[src/rtl/bdd_pkg.sv]
// Shared constants, FSM state type and grayscale expansion for the backlight SPI transmitter.
package bdd_pkg;

    localparam int unsigned NUM_BLOCKS = 24;
    localparam int unsigned BLOCK_W    = 8;
    localparam int unsigned GS_W       = 12;
    localparam int unsigned TOTAL_BITS = NUM_BLOCKS * GS_W;

    localparam int unsigned ZONE_W   = $clog2(NUM_BLOCKS);
    localparam int unsigned GSIDX_W  = $clog2(GS_W);
    localparam int unsigned BITCNT_W = $clog2(TOTAL_BITS);

    typedef enum logic [1:0] {
        IDLE  = 2'd0,
        SHIFT = 2'd1,
        LATCH = 2'd2
    } state_e;

    // Widen a zone value to driver grayscale width by replicating its MSBs into the LSBs.
    function automatic logic [GS_W-1:0] gs_expand(input logic [BLOCK_W-1:0] v);
        return {v, v[BLOCK_W-1 -: GS_W-BLOCK_W]};
    endfunction

endpackage

[src/rtl/bdd_sclk_gen.sv]
// Serial clock divider: SCLK low then high for CLK_DIV cycles each, with edge-anticipating ticks.
module bdd_sclk_gen #(
    parameter int unsigned CLK_DIV = 4
) (
    input  logic clk,
    input  logic rst_n,
    input  logic en_i,
    output logic sclk_o,
    output logic rise_tick_c_o,
    output logic fall_tick_c_o
);

    localparam int unsigned DIV_W = (CLK_DIV > 1) ? $clog2(CLK_DIV) : 1;

    logic [DIV_W-1:0] cnt_q, cnt_d;
    logic             sclk_q, sclk_d;
    logic             wrap_c;

    assign wrap_c = (cnt_q == DIV_W'(CLK_DIV - 1));

    // Ticks flag the edge on which SCLK is about to toggle.
    assign rise_tick_c_o = en_i && wrap_c && !sclk_q;
    assign fall_tick_c_o = en_i && wrap_c &&  sclk_q;
    assign sclk_o        = sclk_q;

    always_comb begin
        cnt_d  = cnt_q;
        sclk_d = sclk_q;
        if (!en_i) begin
            cnt_d  = '0;
            sclk_d = 1'b0;
        end else if (wrap_c) begin
            cnt_d  = '0;
            sclk_d = !sclk_q;
        end else begin
            cnt_d = cnt_q + DIV_W'(1);
        end
    end

    always_ff @(posedge clk or negedge rst_n) begin
        if (!rst_n) begin
            cnt_q  <= '0;
            sclk_q <= 1'b0;
        end else begin
            cnt_q  <= cnt_d;
            sclk_q <= sclk_d;
        end
    end

endmodule

[src/rtl/backlight_spi_tx.sv]
// Ships the 24-zone block vector to a daisy-chained LED-driver string over SCLK/SDO/LAT.
// Optional: define BDD_TX_SKIP_UNCHANGED_EN to suppress frames whose data matches the last sent frame.
module backlight_spi_tx
    import bdd_pkg::*;
#(
    parameter int unsigned CLK_DIV = 4,
    parameter int unsigned LAT_W   = 4
) (
    input  logic                          iODCK,
    input  logic                          iRST,
    input  logic [NUM_BLOCKS*BLOCK_W-1:0] iBlockData,
    input  logic                          iFrameStart,
    output logic                          oSCLK,
    output logic                          oSDO,
    output logic                          oLAT,
    output logic                          oBusy,
    output logic                          oOverrun
);

    localparam int unsigned LATCNT_W = $clog2(LAT_W + 1);

    state_e                               state_q, state_d;
    logic [NUM_BLOCKS-1:0][BLOCK_W-1:0]   shadow_q, shadow_d;
    logic [BITCNT_W-1:0]                  bitcnt_q, bitcnt_d;
    logic [ZONE_W-1:0]                    zone_q, zone_d;
    logic [GSIDX_W-1:0]                   gsbit_q, gsbit_d;
    logic [LATCNT_W-1:0]                  latcnt_q, latcnt_d;
    logic                                 final_q, final_d;
    logic                                 busy_q, busy_d;
    logic                                 lat_q, lat_d;
    logic                                 sdo_q, sdo_d;
    logic                                 ovr_q, ovr_d;

    logic                                 accept_c;
    logic                                 skip_c;
    logic                                 rise_tick_c;
    logic                                 fall_tick_c;
    logic [GS_W-1:0]                      first_gs_c;
    logic [ZONE_W-1:0]                    nxt_zone_c;
    logic [GSIDX_W-1:0]                   nxt_gsbit_c;
    logic [GS_W-1:0]                      nxt_gs_c;

    bdd_sclk_gen #(
        .CLK_DIV (CLK_DIV)
    ) u_sclk_gen (
        .clk           (iODCK),
        .rst_n         (iRST),
        .en_i          (state_q == SHIFT),
        .sclk_o        (oSCLK),
        .rise_tick_c_o (rise_tick_c),
        .fall_tick_c_o (fall_tick_c)
    );

    assign accept_c   = iFrameStart && (state_q == IDLE);
    assign first_gs_c = gs_expand(iBlockData[(NUM_BLOCKS-1)*BLOCK_W +: BLOCK_W]);

    // Walk zones high to low, each zone MSB first.
    always_comb begin
        nxt_zone_c  = zone_q;
        nxt_gsbit_c = gsbit_q - GSIDX_W'(1);
        if (gsbit_q == '0) begin
            nxt_gsbit_c = GSIDX_W'(GS_W - 1);
            if (zone_q != '0) begin
                nxt_zone_c = zone_q - ZONE_W'(1);
            end
        end
    end

    assign nxt_gs_c = gs_expand(shadow_q[nxt_zone_c]);

`ifdef BDD_TX_SKIP_UNCHANGED_EN
    logic [NUM_BLOCKS*BLOCK_W-1:0] prev_q, prev_d;
    logic                          sent_q, sent_d;

    assign skip_c = sent_q && (iBlockData == prev_q);

    always_comb begin
        prev_d = prev_q;
        sent_d = sent_q;
        if (accept_c && !skip_c) begin
            prev_d = iBlockData;
            sent_d = 1'b1;
        end
    end

    always_ff @(posedge iODCK or negedge iRST) begin
        if (!iRST) begin
            prev_q <= '0;
            sent_q <= 1'b0;
        end else begin
            prev_q <= prev_d;
            sent_q <= sent_d;
        end
    end
`else
    assign skip_c = 1'b0;
`endif

    always_comb begin
        state_d  = state_q;
        shadow_d = shadow_q;
        bitcnt_d = bitcnt_q;
        zone_d   = zone_q;
        gsbit_d  = gsbit_q;
        latcnt_d = latcnt_q;
        final_d  = final_q;
        busy_d   = busy_q;
        lat_d    = lat_q;
        sdo_d    = sdo_q;
        ovr_d    = ovr_q;

        // Overrun is sticky; an accepted strobe clears it.
        if (iFrameStart && busy_q) begin
            ovr_d = 1'b1;
        end
        if (accept_c) begin
            ovr_d = 1'b0;
        end

        unique case (state_q)
            IDLE: begin
                if (accept_c) begin
                    shadow_d = iBlockData;
                    if (!skip_c) begin
                        state_d  = SHIFT;
                        busy_d   = 1'b1;
                        bitcnt_d = BITCNT_W'(TOTAL_BITS - 1);
                        zone_d   = ZONE_W'(NUM_BLOCKS - 1);
                        gsbit_d  = GSIDX_W'(GS_W - 1);
                        final_d  = 1'b0;
                        sdo_d    = first_gs_c[GS_W-1];
                    end
                end
            end
            SHIFT: begin
                if (rise_tick_c && (bitcnt_q == '0)) begin
                    final_d = 1'b1;
                end
                if (fall_tick_c) begin
                    if (final_q) begin
                        state_d  = LATCH;
                        lat_d    = 1'b1;
                        sdo_d    = 1'b0;
                        latcnt_d = '0;
                    end else begin
                        bitcnt_d = bitcnt_q - BITCNT_W'(1);
                        zone_d   = nxt_zone_c;
                        gsbit_d  = nxt_gsbit_c;
                        sdo_d    = nxt_gs_c[nxt_gsbit_c];
                    end
                end
            end
            LATCH: begin
                if (latcnt_q == LATCNT_W'(LAT_W - 1)) begin
                    state_d = IDLE;
                    lat_d   = 1'b0;
                    busy_d  = 1'b0;
                end else begin
                    latcnt_d = latcnt_q + LATCNT_W'(1);
                end
            end
            default: begin
                state_d = IDLE;
                lat_d   = 1'b0;
                busy_d  = 1'b0;
                sdo_d   = 1'b0;
            end
        endcase
    end

    always_ff @(posedge iODCK or negedge iRST) begin
        if (!iRST) begin
            state_q  <= IDLE;
            shadow_q <= '0;
            bitcnt_q <= '0;
            zone_q   <= '0;
            gsbit_q  <= '0;
            latcnt_q <= '0;
            final_q  <= 1'b0;
            busy_q   <= 1'b0;
            lat_q    <= 1'b0;
            sdo_q    <= 1'b0;
            ovr_q    <= 1'b0;
        end else begin
            state_q  <= state_d;
            shadow_q <= shadow_d;
            bitcnt_q <= bitcnt_d;
            zone_q   <= zone_d;
            gsbit_q  <= gsbit_d;
            latcnt_q <= latcnt_d;
            final_q  <= final_d;
            busy_q   <= busy_d;
            lat_q    <= lat_d;
            sdo_q    <= sdo_d;
            ovr_q    <= ovr_d;
        end
    end

    assign oSDO     = sdo_q;
    assign oLAT     = lat_q;
    assign oBusy    = busy_q;
    assign oOverrun = ovr_q;

endmodule

[config.mk]
export PLATFORM = sky130hd
export DESIGN_NAME = backlight_spi_tx
export DESIGN_NICKNAME = d
export VERILOG_FILES = /design/src/rtl/bdd_pkg.sv /design/src/rtl/bdd_sclk_gen.sv /design/src/rtl/backlight_spi_tx.sv
export SDC_FILE = /design/constraint.sdc
export NUM_CORES = 1
export LEC_CHECK = 0
export ABC_AREA = 1
export BUFFER_PORTS_ARGS = -buffer_cell sky130_fd_sc_hd__buf_2
export CAP_MARGIN = 20
export CORE_MARGIN = 2
export CORE_UTILIZATION = 50
export CTS_CLUSTER_SIZE = 40
export DETAILED_ROUTE_END_ITERATION = 10
export PLACE_DENSITY = 0.76
export SYNTH_ARGS = -nofsm -noshare
export SYNTH_HDL_FRONTEND = slang
export SYNTH_SLANG_ARGS = --single-unit
[constraint.sdc]
create_clock -name iODCK -period 5.42 [get_ports iODCK]
set_input_delay 1.084 -clock iODCK [delete_from_list [all_inputs] [get_ports iODCK]]
set_output_delay 1.084 -clock iODCK [all_outputs]
set_load 0.03 [all_outputs]
==> results of run 1 <==
==> through the flow <==
step	instances	area [um^2]
floorplan	1450	10900
global placement	1853	11900
detailed placement	1853	11900
CTS	1896	12700
global route	1897	12700
finish	1897	12700
==> report_power, final <==
part | total (mW) | switching (mW) | leakage [nW] | internal [mW]
Combinational | 2.29 | 1.50 | 3.64 | 0.795
Clock | 1.60 | 0.663 | 0.378 | 0.933
Sequential | 2.80 | 0.399 | 2.75 | 2.40
==> synth_stat cells <==
library cell,number,area [um^2]
xor2_1,1,8.76
o21bai_1,1,7.51
nor2_8,1,20.0
nand4_1,2,12.5
o21ai_0,60,300
nor3_1,9,45.0
o21ai_1,2,10.0
nand2_1,738,2770
nor4_1,1,6.26
buf_2,47,235
nand3_2,1,10.0
nor2_1,19,71.3
dfrtp_1,223,5580
a22oi_1,7,52.6
o211ai_2,1,12.5
clkinv_1,1,3.75
a31o_2,1,8.76
nand2_4,3,33.8
inv_1,85,319
nand2_2,6,37.5
nor2_2,4,25.0
o22ai_1,2,12.5
ha_1,6,75.1
o21ai_2,1,8.76
a21oi_1,7,35.0
clkbuf_1,15,56.3
a22o_1,1,8.76
buf_6,9,101
inv_2,3,11.3
o211ai_1,4,30.0
nand3_1,177,886
o31ai_1,1,7.51
xnor2_4,1,27.5
buf_4,10,75.1
==> how the worst min path moves through the flow <==
stage	cells past startpoint	startpoint	slack, ns	endpoint
floorplan	1	u_sclk_gen.cnt_q[0]	0.41	u_sclk_gen.cnt_q[0]
global placement	1	u_sclk_gen.cnt_q[0]	0.42	u_sclk_gen.cnt_q[0]
detailed placement	1	u_sclk_gen.cnt_q[0]	0.43	u_sclk_gen.cnt_q[0]
CTS	1	u_sclk_gen.cnt_q[0]	0.44	u_sclk_gen.cnt_q[0]
global route	1	u_sclk_gen.cnt_q[0]	0.44	u_sclk_gen.cnt_q[0]
finish	1	u_sclk_gen.cnt_q[0]	0.44	u_sclk_gen.cnt_q[0]
==> routing by layer <==
layer,vias up,routed length (um),share of wire [%]
met4,0,698,2.5
met2,292,12900,46
met5,-,0,0
met1,4590,12900,46
met3,48,1740,6.1
li1,4835,-,-
==> cell families after synthesis <==
family,after synthesis
AOI/OAI and AO/OA,88
xor gates and xnor gates,2
adders and majority gates,6
buffers and inverters,170
DFF,223
and+or+nand+nor,961
==> sequential cells by signal, indices dropped and copies added (netlist names) <==
register / flops
oLAT: 1
zone_q: 5
oBusy: 1
oSDO: 1
shadow_q: 192
u_sclk_gen.cnt_q: 2
u_sclk_gen.sclk_o: 1
oOverrun: 1
state_q: 2
latcnt_q: 3
bitcnt_q: 9
final_q: 1
gsbit_q: 4
==> layout make-up <==
| cell class | count | area [um^2] |
|---|---|---|
| fill | 2007 | 8960 |
| sequential | 223 | 5580 |
| multi-input combinational | 1057 | 4540 |
| timing repair buffer | 204 | 1080 |
| clock buffer | 33 | 686 |
| tap | 280 | 350 |
| inverter | 89 | 337 |
| clock inverter | 10 | 83.8 |
| antenna | 1 | 2.50 |
==> impl_metrics.py, run 1 <==
metrics = {
    "worst_setup_path": {
        "cp_slowest_cell": "nand2_4",
        "worst-path-buf-inv": 2,
        "worstPathCellList": "inv_1 > ha_1 > inv_2 > nor2_2 > nand2_2 > nand3_1 > nand2_4 > nand2_1 > nand3_1 > nand3_1 > nand2_1 > nand2_1 > nand2_1 > nand2_1 > nand3_1 > nand3_1 > nand2_1 > nand2_1 > nand2_1",
        "critical_path.most_common_cell": "nand2_1",
        "r2r_cells": 19,
        "regToRegSetupSlack_ns": 1.82,
        "regToRegEndpoint": "oSDO",
        "cpLargestDelayFamily": "simple AND/OR/NAND/NOR gates",
        "max_stage_delay_ns": 0.94,
        "worst_setup_path_startpoint": "zone_q[0]",
        "type_of_element_launching_the_critical_path": "register",
        "endpoint_of_the_worst_setup_timing_path": "oSDO",
        "criticalPathCategory": "reg2reg",
        "worst_ep_required_time_ns": 5.87,
        "timing.critical_path.depth": 19,
        "critPathArrivalTime_ns": 4.05,
        "setup.worst_path.end_class": "register",
        "critPathMaxFanout": 97,
        "regToRegStartpoint": "zone_q[0]",
    },
    "clock_tree": {
        "clkTransAtPathRegs_ns": 0.06,
        "cts-buffers-inserted": 24,
        "postCtsSetupRepairBufs": 0,
        "clkLatencyLatePin_ns": 0.51,
        "postCtsResizedCells": 0,
        "clock_sinks": 223,
        "cts_root_buffer": "clkbuf_16",
        "postCtsHoldBufs": 0,
        "htree_levels": 1,
        "cts-root-to-sink-buffers": 3,
        "tritoncts_clock_tree": "yes",
    },
    "synthesis": {
        "post_synth_and_or_nand_nor_area_fraction_pct": 35.9,
        "syn_area_per_cell_um2": 7.52,
        "synth-compound-area-share_pct": 4.53,
        "seq_area_frac_synth_pct": 51.2,
        "ys_seq_elements": 223,
        "synth_mux_area_share_pct": 0,
        "post_synth_xor_area_fraction_pct": 0.333,
        "post_synth_instance_area_mm2": 0.0109,
        "netlist_instances": 1450,
        "netlist-cell-type-count": 34,
        "synth-adder-area-share_pct": 0.688,
        "synth_warnings": 0,
        "dominant_combinational_cell_family_by_area_after_synthesis": "simple AND/OR/NAND/NOR gates",
        "synth_fp_nets": 1651,
    },
    "die": {
        "floorplan.initialDensity_pct": 50.4,
        "io-pin-count": 200,
        "placeableCoreArea_mm2": 0.0216,
        "die_height_um": 152,
        "die-area_mm2": 0.0230,
        "die_x_um": 152,
        "rows": 54,
    },
    "route": {
        "detail_route.vias_per_cell": 5.15,
        "first_iter_violations": 705,
        "routed_wire_length_per_instance_um": 14.9,
        "drt_drc_violations_left": 0,
        "vias": 9765,
        "detail_route.first_pass.iterations": 5,
        "drt-total-wl_mm": 28.3,
        "final_antenna_net_count": 0,
    },
    "sta": {
        "tns_ns": 0,
        "final_setup_fails": 0,
        "maxSlewHeadroom_pct": 32.4,
        "slew_violations": 0,
        "final.hold.worst_slack_ns": 0.437,
        "setup_ws_ns": 1.82,
        "worst_setup_skew_after_layout_ns": 0.00999,
        "setup_repair_after_global_routing_missed_its_margin": "false",
        "fin_crit_sh_pct": 66.4,
        "finalWorstPathRequiredPeriod_ns": 3.60,
        "fmax_mhz": 278,
        "worst_pin_slew_ns": 1.01,
        "final-hold-violation-count": 0,
    },
    "global_route": {
        "use_met3_pct": 3.47,
        "grt_use_total_pct": 24.9,
        "grtUsageMet1_pct": 36.6,
        "vias_in_the_first_global_route": 9109,
        "grt_first_pass_wirelength_mm": 45.5,
        "grt_most_used_layer": "met2",
        "grt_met2_usage_pct": 38.7,
        "initial_antenna_violation_count": 1,
        "grt.overflow.total": 0,
        "pin_count_of_the_biggest_net_entering_global_routing": 243,
    },
    "placement": {
        "dp_worst_setup_slack_ns": 1.91,
        "globalplace.congestion": 0.911,
        "detailed_place_hpwl_mm": 18.8,
        "place.port_buffers": 199,
    },
    "layout": {
        "finish.utilization_pct": 58.6,
        "most-common-layout-cells": "738 x nand2_1, 223 x dfrtp_1, 198 x buf_2",
        "syn_to_final_growth_pct": 16.1,
        "layout_commonest_cell": "nand2_1",
        "drive_above_1_share_pct": 16.5,
        "finalNetCount": 1800,
    },
    "min_path": {
        "worst_hold_path_type": "reg2reg",
    },
    "power_and_ir_drop": {
        "ir_worst_vdd_uv": 235,
        "power_density_mw_per_mm2": 528,
        "design_power_total_mw": 6.69,
        "power.leakage_nw": 6.76,
    },
    "outcome": {
        "run_status": "finished clean",
    },
    "run": {
        "max_cap_violations": 0,
    },
}
(Power assumes the default switching activity.)
==> inputs of run 2 (changes only) <==
==> constraint.sdc (replaced) <==
create_clock -name iODCK -period 3.6 [get_ports iODCK]
set_input_delay 0.72 -clock iODCK [delete_from_list [all_inputs] [get_ports iODCK]]
set_output_delay 0.72 -clock iODCK [all_outputs]
set_load 0.03 [all_outputs]
==> run 2 against run 1 <==
- cell count up 0.37%
- critical path depth rose by 2
- non-clock buffer count grew 11
- global-route usage up 0.36 points
- critical path type unchanged
- largest cell class unchanged
- sequential cell count unchanged
==> impl_metrics.py, run 2 (synthesis gave the netlist of run 1 again) <==
metrics = {
    "outcome": {
        "run_status": "finished clean",
    },
    "route": {
        "vias": 9886,
        "drt_drc_violations_left": 0,
        "final_antenna_net_count": 0,
        "detail_route.vias_per_cell": 5.19,
        "routed_wire_length_per_instance_um": 15.1,
        "drt-total-wl_mm": 28.8,
        "first_iter_violations": 854,
        "detail_route.first_pass.iterations": 5,
    },
    "global_route": {
        "grt_first_pass_wirelength_mm": 46.4,
        "grt.overflow.total": 0,
        "pin_count_of_the_biggest_net_entering_global_routing": 126,
        "initial_antenna_violation_count": 1,
        "grt_use_total_pct": 25.2,
        "vias_in_the_first_global_route": 9351,
    },
    "clock_tree": {
        "cts-root-to-sink-buffers": 3,
        "clock_sinks": 223,
        "htree_levels": 1,
        "postCtsHoldBufs": 0,
        "clkTransAtPathRegs_ns": 0.06,
        "cts-buffers-inserted": 24,
        "postCtsResizedCells": 0,
        "postCtsSetupRepairBufs": 0,
        "clkLatencyLatePin_ns": 0.52,
        "cts_root_buffer": "clkbuf_16",
        "tritoncts_clock_tree": "yes",
    },
    "die": {
        "die-area_mm2": 0.0230,
        "floorplan.initialDensity_pct": 50.4,
        "io-pin-count": 200,
        "placeableCoreArea_mm2": 0.0216,
        "rows": 54,
        "die_height_um": 152,
        "die_x_um": 152,
    },
    "layout": {
        "register_area_mm2": 0.00558,
        "syn_to_final_growth_pct": 17.5,
        "drive_above_1_share_pct": 16.9,
        "filler_cell_count": 2003,
        "finalNetCount": 1811,
        "layout_top_registers": "shadow_q x192, bitcnt_q x9, zone_q x5",
        "registers.top_by_ff_count": "shadow_q",
        "layout_commonest_cell": "nand2_1",
        "largest_register_ffs": 192,
        "multi_input_comb_area_mm2": 0.00454,
        "most-common-layout-cells": "738 x nand2_1, 223 x dfrtp_1, 198 x buf_2",
    },
    "power_and_ir_drop": {
        "power.combinational.fraction_pct": 35.5,
        "power_density_mw_per_mm2": 794,
        "sequential_group_share_of_total_power_pct": 41.3,
        "total_switching_power_mw": 3.88,
        "share_clk_of_total_power_pct": 23.2,
        "cell_internal_power_dissipation_mw": 6.29,
        "swShare_pct": 38.2,
        "ir_worst_vdd_uv": 460,
        "power.leakage_nw": 6.85,
    },
    "placement": {
        "globalplace.congestion": 0.881,
        "dp_worst_setup_slack_ns": 0.554,
        "place.port_buffers": 199,
        "detailed_place_hpwl_mm": 19.3,
    },
    "sta": {
        "worst_pin_slew_ns": 0.860,
        "maxSlewHeadroom_pct": 42.6,
        "finalWorstPathRequiredPeriod_ns": 3.10,
        "final-hold-violation-count": 0,
        "fin_crit_sh_pct": 86.2,
        "slew_violations": 0,
        "fmax_mhz": 322,
        "final_setup_fails": 0,
        "tns_ns": 0,
        "setup_ws_ns": 0.498,
        "worst_setup_skew_after_layout_ns": 0.00661,
        "setup_repair_after_global_routing_missed_its_margin": "false",
    },
    "worst_setup_path": {
        "timing.critical_path.depth": 21,
        "regToRegSetupSlack_ns": 0.50,
        "critPathMaxFanout": 43,
        "cpLargestDelayFamily": "simple AND/OR/NAND/NOR gates",
        "worst-path-buf-inv": 3,
        "critPathArrivalTime_ns": 3.55,
        "worstPathCellList": "inv_1 > ha_1 > inv_2 > nor2_2 > nand2_2 > nand2_4 > nand2_2 > nand2_4 > buf_12 > nand2_1 > nand3_1 > nand3_1 > nand3_1 > nand3_1 > nand2_1 > nand2_1 > nand2_1 > nand3_1 > nand2_1 > nand2_1 > nand2_1",
        "r2r_cells": 21,
        "criticalPathCategory": "reg2reg",
        "endpoint_of_the_worst_setup_timing_path": "oSDO",
        "worst_setup_path_startpoint": "zone_q[0]",
        "cp_slowest_cell": "dfrtp_1",
        "regToRegEndpoint": "oSDO",
        "setup.worst_path.end_class": "register",
        "worst_ep_required_time_ns": 4.05,
        "max_stage_delay_ns": 0.40,
        "critical_path.most_common_cell": "nand2_1",
        "type_of_element_launching_the_critical_path": "register",
        "regToRegStartpoint": "zone_q[0]",
    },
    "min_path": {
        "worst_hold_path_type": "in2async",
    },
    "run": {
        "max_cap_violations": 0,
    },
}
## run 2: worst reg2reg max path, stage by stage, from the launching register on
cell and delay [ns]:
dfrtp_1 0.40, inv_1 0.18, ha_1 0.28, inv_2 0.07, nor2_2 0.09, nand2_2 0.10
nand2_4 0.10, nand2_2 0.17, nand2_4 0.35, buf_12 0.27, nand2_1 0.12, nand3_1 0.07
nand3_1 0.09, nand3_1 0.11, nand3_1 0.11, nand2_1 0.14, nand2_1 0.07, nand2_1 0.06
nand3_1 0.07, nand2_1 0.07, nand2_1 0.05, nand2_1 0.05
## run 2: worst min path at each step
stage	slack, ns	endpoint	depth (start not counted)	start
2_1_floorplan	0.41	u_sclk_gen.cnt_q[0]	1	u_sclk_gen.cnt_q[0]
3_3_place_gp	0.42	u_sclk_gen.cnt_q[0]	1	u_sclk_gen.cnt_q[0]
3_5_place_dp	0.43	u_sclk_gen.cnt_q[0]	1	u_sclk_gen.cnt_q[0]
4_1_cts	0.24	oOverrun	1	iRST
5_1_grt	0.24	oOverrun	1	iRST
6_report	0.20	oBusy	1	iRST
## run 2: layout make-up
type	count	area share (%)
tap	280	2.73
timing repair buffer	215	9.79
antenna	1	0.0195
sequential	223	43.5
inverter	89	2.63
multi-input combinational	1057	35.4
clock buffer	35	5.72
clock inverter	4	0.156
## run 2: metrics by stage
stage	std cells	hold slack (ns)	total power, mW	instance area (um^2)	util [%]
4_1_cts	1902	0.236	10.2	12800	59.2
5_1_grt	1904	0.244	10.9	12800	59.3
6_report	1904	0.203	10.2	12800	59.3
2_1_floorplan	1450	0.408	6.71	10900	-
3_3_place_gp	1863	0.419	7.65	12100	55.7
3_5_place_dp	1863	0.435	7.77	12100	55.7
## run 2: power groups by stage
stage	clock, mW	sequential, mW	combinational [mW]
final	2.36	4.21	3.61
after global routing	2.49	4.31	4.14
after CTS	2.39	4.19	3.60
after detailed placement	0	4.22	3.55
after global placement	0	4.19	3.45
after floorplan	0	4.09	2.62
## run 2: layer usage
layer / wire length [um] / share of wire (%) / global-route usage [%] / vias to the layer above
met5: 0 / 0 / 0 / -
met1: 12900 / 45 / 36.2 / 4624
met4: 916 / 3.2 / 8.61 / 0
met3: 1800 / 6.3 / 3.41 / 76
met2: 13200 / 46 / 39.7 / 338
li1: - / - / - / 4848
==> inputs of run 3 (changes only) <==
--- a/config.mk
+++ b/config.mk
@@ -8,11 +8,13 @@
 export ABC_AREA = 1
 export BUFFER_PORTS_ARGS = -buffer_cell sky130_fd_sc_hd__buf_2
 export CAP_MARGIN = 20
+export CELL_PAD_IN_SITES_DETAIL_PLACEMENT = 1
+export CELL_PAD_IN_SITES_GLOBAL_PLACEMENT = 1
 export CORE_MARGIN = 2
-export CORE_UTILIZATION = 50
+export CORE_UTILIZATION = 41
 export CTS_CLUSTER_SIZE = 40
 export DETAILED_ROUTE_END_ITERATION = 10
-export PLACE_DENSITY = 0.76
+export PLACE_DENSITY = 0.84
 export SYNTH_ARGS = -nofsm -noshare
 export SYNTH_HDL_FRONTEND = slang
 export SYNTH_SLANG_ARGS = --single-unit
==> run 3 against run 2 <==
- first-iteration DRC count shrank 8.2%
- cell area increased by 0.98%
- global-route usage is 1.0 points lower
- wire length up 18%
- cell count rose by 3.4%
- via count increased by 2.0%
- sequential share of layout area shrank 0.42 points
- register-to-register slack lost 0.16 ns
- critical path depth unchanged
- setup slack worse by 0.16 ns
- clock-buffer cell count stayed put
==> impl_metrics.py, run 3 (synthesis gave the netlist of run 1 again) <==
metrics = {
    "outcome": {
        "run_status": "finished clean",
    },
    "run": {
        "max_cap_violations": 0,
    },
    "power_and_ir_drop": {
        "total_switching_power_mw": 4.16,
        "cell_internal_power_dissipation_mw": 6.36,
        "power.combinational.fraction_pct": 36.1,
        "ir_worst_vdd_uv": 423,
        "power.leakage_nw": 6.88,
        "sequential_group_share_of_total_power_pct": 40.7,
        "swShare_pct": 39.5,
        "share_clk_of_total_power_pct": 23.2,
        "power_density_mw_per_mm2": 812,
    },
    "die": {
        "placeableCoreArea_mm2": 0.0261,
        "die_x_um": 167,
        "die_height_um": 167,
        "rows": 59,
        "die-area_mm2": 0.0279,
        "floorplan.initialDensity_pct": 41.8,
        "io-pin-count": 200,
    },
    "clock_tree": {
        "cts-buffers-inserted": 24,
        "htree_levels": 1,
        "postCtsHoldBufs": 0,
        "clkLatencyLatePin_ns": 0.52,
        "tritoncts_clock_tree": "yes",
        "postCtsSetupRepairBufs": 0,
        "cts-root-to-sink-buffers": 3,
        "clkTransAtPathRegs_ns": 0.06,
        "postCtsResizedCells": 0,
        "cts_root_buffer": "clkbuf_16",
        "clock_sinks": 223,
    },
    "sta": {
        "setup_repair_after_global_routing_missed_its_margin": "false",
        "fmax_mhz": 306,
        "final_setup_fails": 0,
        "maxSlewHeadroom_pct": 42.6,
        "worst_setup_skew_after_layout_ns": 0.00886,
        "slew_violations": 0,
        "fin_crit_sh_pct": 90.8,
        "worst_pin_slew_ns": 0.862,
        "final-hold-violation-count": 0,
        "finalWorstPathRequiredPeriod_ns": 3.27,
        "tns_ns": 0,
    },
    "placement": {
        "placed_cell_area_mm2": 0.0122,
        "place.port_buffers": 199,
        "globalplace.congestion": 0.923,
        "detailed_place_hpwl_mm": 23.9,
    },
    "global_route": {
        "grt_use_total_pct": 24.2,
        "grt_first_pass_wirelength_mm": 55.2,
        "pin_count_of_the_biggest_net_entering_global_routing": 140,
        "initial_antenna_violation_count": 0,
        "vias_in_the_first_global_route": 10700,
        "grt.overflow.total": 0,
    },
    "route": {
        "drt_drc_violations_left": 0,
        "drt-total-wl_mm": 33.9,
        "detail_route.first_pass.iterations": 4,
        "first_iter_violations": 784,
        "routed_wire_length_per_instance_um": 17.2,
        "detail_route.vias_per_cell": 5.13,
        "vias": 10100,
        "final_antenna_net_count": 0,
    },
    "layout": {
        "registers.top_by_ff_count": "shadow_q",
        "layout.cell_area.non_filler_mm2": 0.0129,
        "syn_to_final_growth_pct": 18.7,
        "finalNetCount": 1818,
        "layout_commonest_cell": "nand2_1",
        "largest_register_ffs": 192,
        "drive_above_1_share_pct": 17.3,
        "layout_top_registers": "shadow_q x192, bitcnt_q x9, zone_q x5",
        "most-common-layout-cells": "738 x nand2_1, 223 x dfrtp_1, 198 x buf_2",
        "num_antenna_cells": 0,
    },
    "worst_setup_path": {
        "criticalPathCategory": "reg2reg",
        "worst_ep_required_time_ns": 4.05,
        "critPathMaxFanout": 39,
        "critPathArrivalTime_ns": 3.72,
        "setup.worst_path.end_class": "register",
        "type_of_element_launching_the_critical_path": "register",
    },
    "min_path": {
        "worst_hold_path_type": "in2async",
    },
}
-- run 3: through the flow --
step | total power [mW] | util, % | std cells | setup WS [ns] | hold WS, ns
floorplan | 6.71 | - | 1450 | 1.31 | 0.408
global placement | 7.80 | 46.7 | 1926 | 0.551 | 0.422
detailed placement | 8.04 | 46.7 | 1926 | 0.403 | 0.429
CTS | 10.6 | 49.7 | 1968 | 0.362 | 0.307
global route | 11.3 | 49.7 | 1968 | 0.0863 | 0.325
finish | 10.5 | 49.7 | 1968 | 0.333 | 0.277
-- run 3: worst max-delay path: stages (launching register included) --
cell     delay [ns]
dfrtp_1        0.41
inv_1          0.20
ha_1           0.28
inv_2          0.06
nor2_2         0.10
nand2_2        0.11
nand2_4        0.10
nand2_2        0.18
nand2_4        0.44
buf_12         0.27
nand2_1        0.08
nand3_1        0.11
nand2_1        0.10
nand2_1        0.07
nand3_1        0.15
nand3_1        0.11
nand3_1        0.07
nand3_1        0.10
nand3_1        0.07
nand2_1        0.06
nand2_1        0.05
nand2_1        0.06
-- run 3: layer usage --
metal	vias to the layer above	part of all wire [%]	track usage (%)
li1	4864	-	-
met1	4940	45	33.3
met2	228	48	41.1
met3	55	4.6	3.19
met4	0	1.8	5.25
met5	-	0	0
-- run 3: power groups by stage --
stage	logic [mW]	clock network, mW	registers [mW]
2_1_floorplan	2.62	0	4.09
3_3_place_gp	3.56	0	4.24
3_5_place_dp	3.75	0	4.29
4_1_cts	3.81	2.49	4.26
5_1_grt	4.34	2.59	4.38
6_report	3.79	2.44	4.28
-- run 3: final timing paths --
path                                startpoint                   to  cells past startpoint  slack (ns)
max                                  zone_q[0]                 oSDO                     21        0.33
min                                       iRST          latcnt_q[2]                      1        0.28
max reg2reg                          zone_q[0]                 oSDO                     21        0.33
min reg2reg                u_sclk_gen.cnt_q[0]  u_sclk_gen.cnt_q[0]                      1        0.44
max in group asynchronous                 iRST         shadow_q[10]                      2        2.48
min in group iODCK             iBlockData[123]        shadow_q[123]                      3        0.40
-- run 3: final cells by class --
type | instances | area (um^2)
tap | 335 | 419
inverter | 89 | 337
fill | 3354 | 13100
timing repair buffer | 222 | 1290
sequential | 223 | 5580
clock buffer | 35 | 713
clock inverter | 7 | 62.6
multi-input combinational | 1057 | 4540
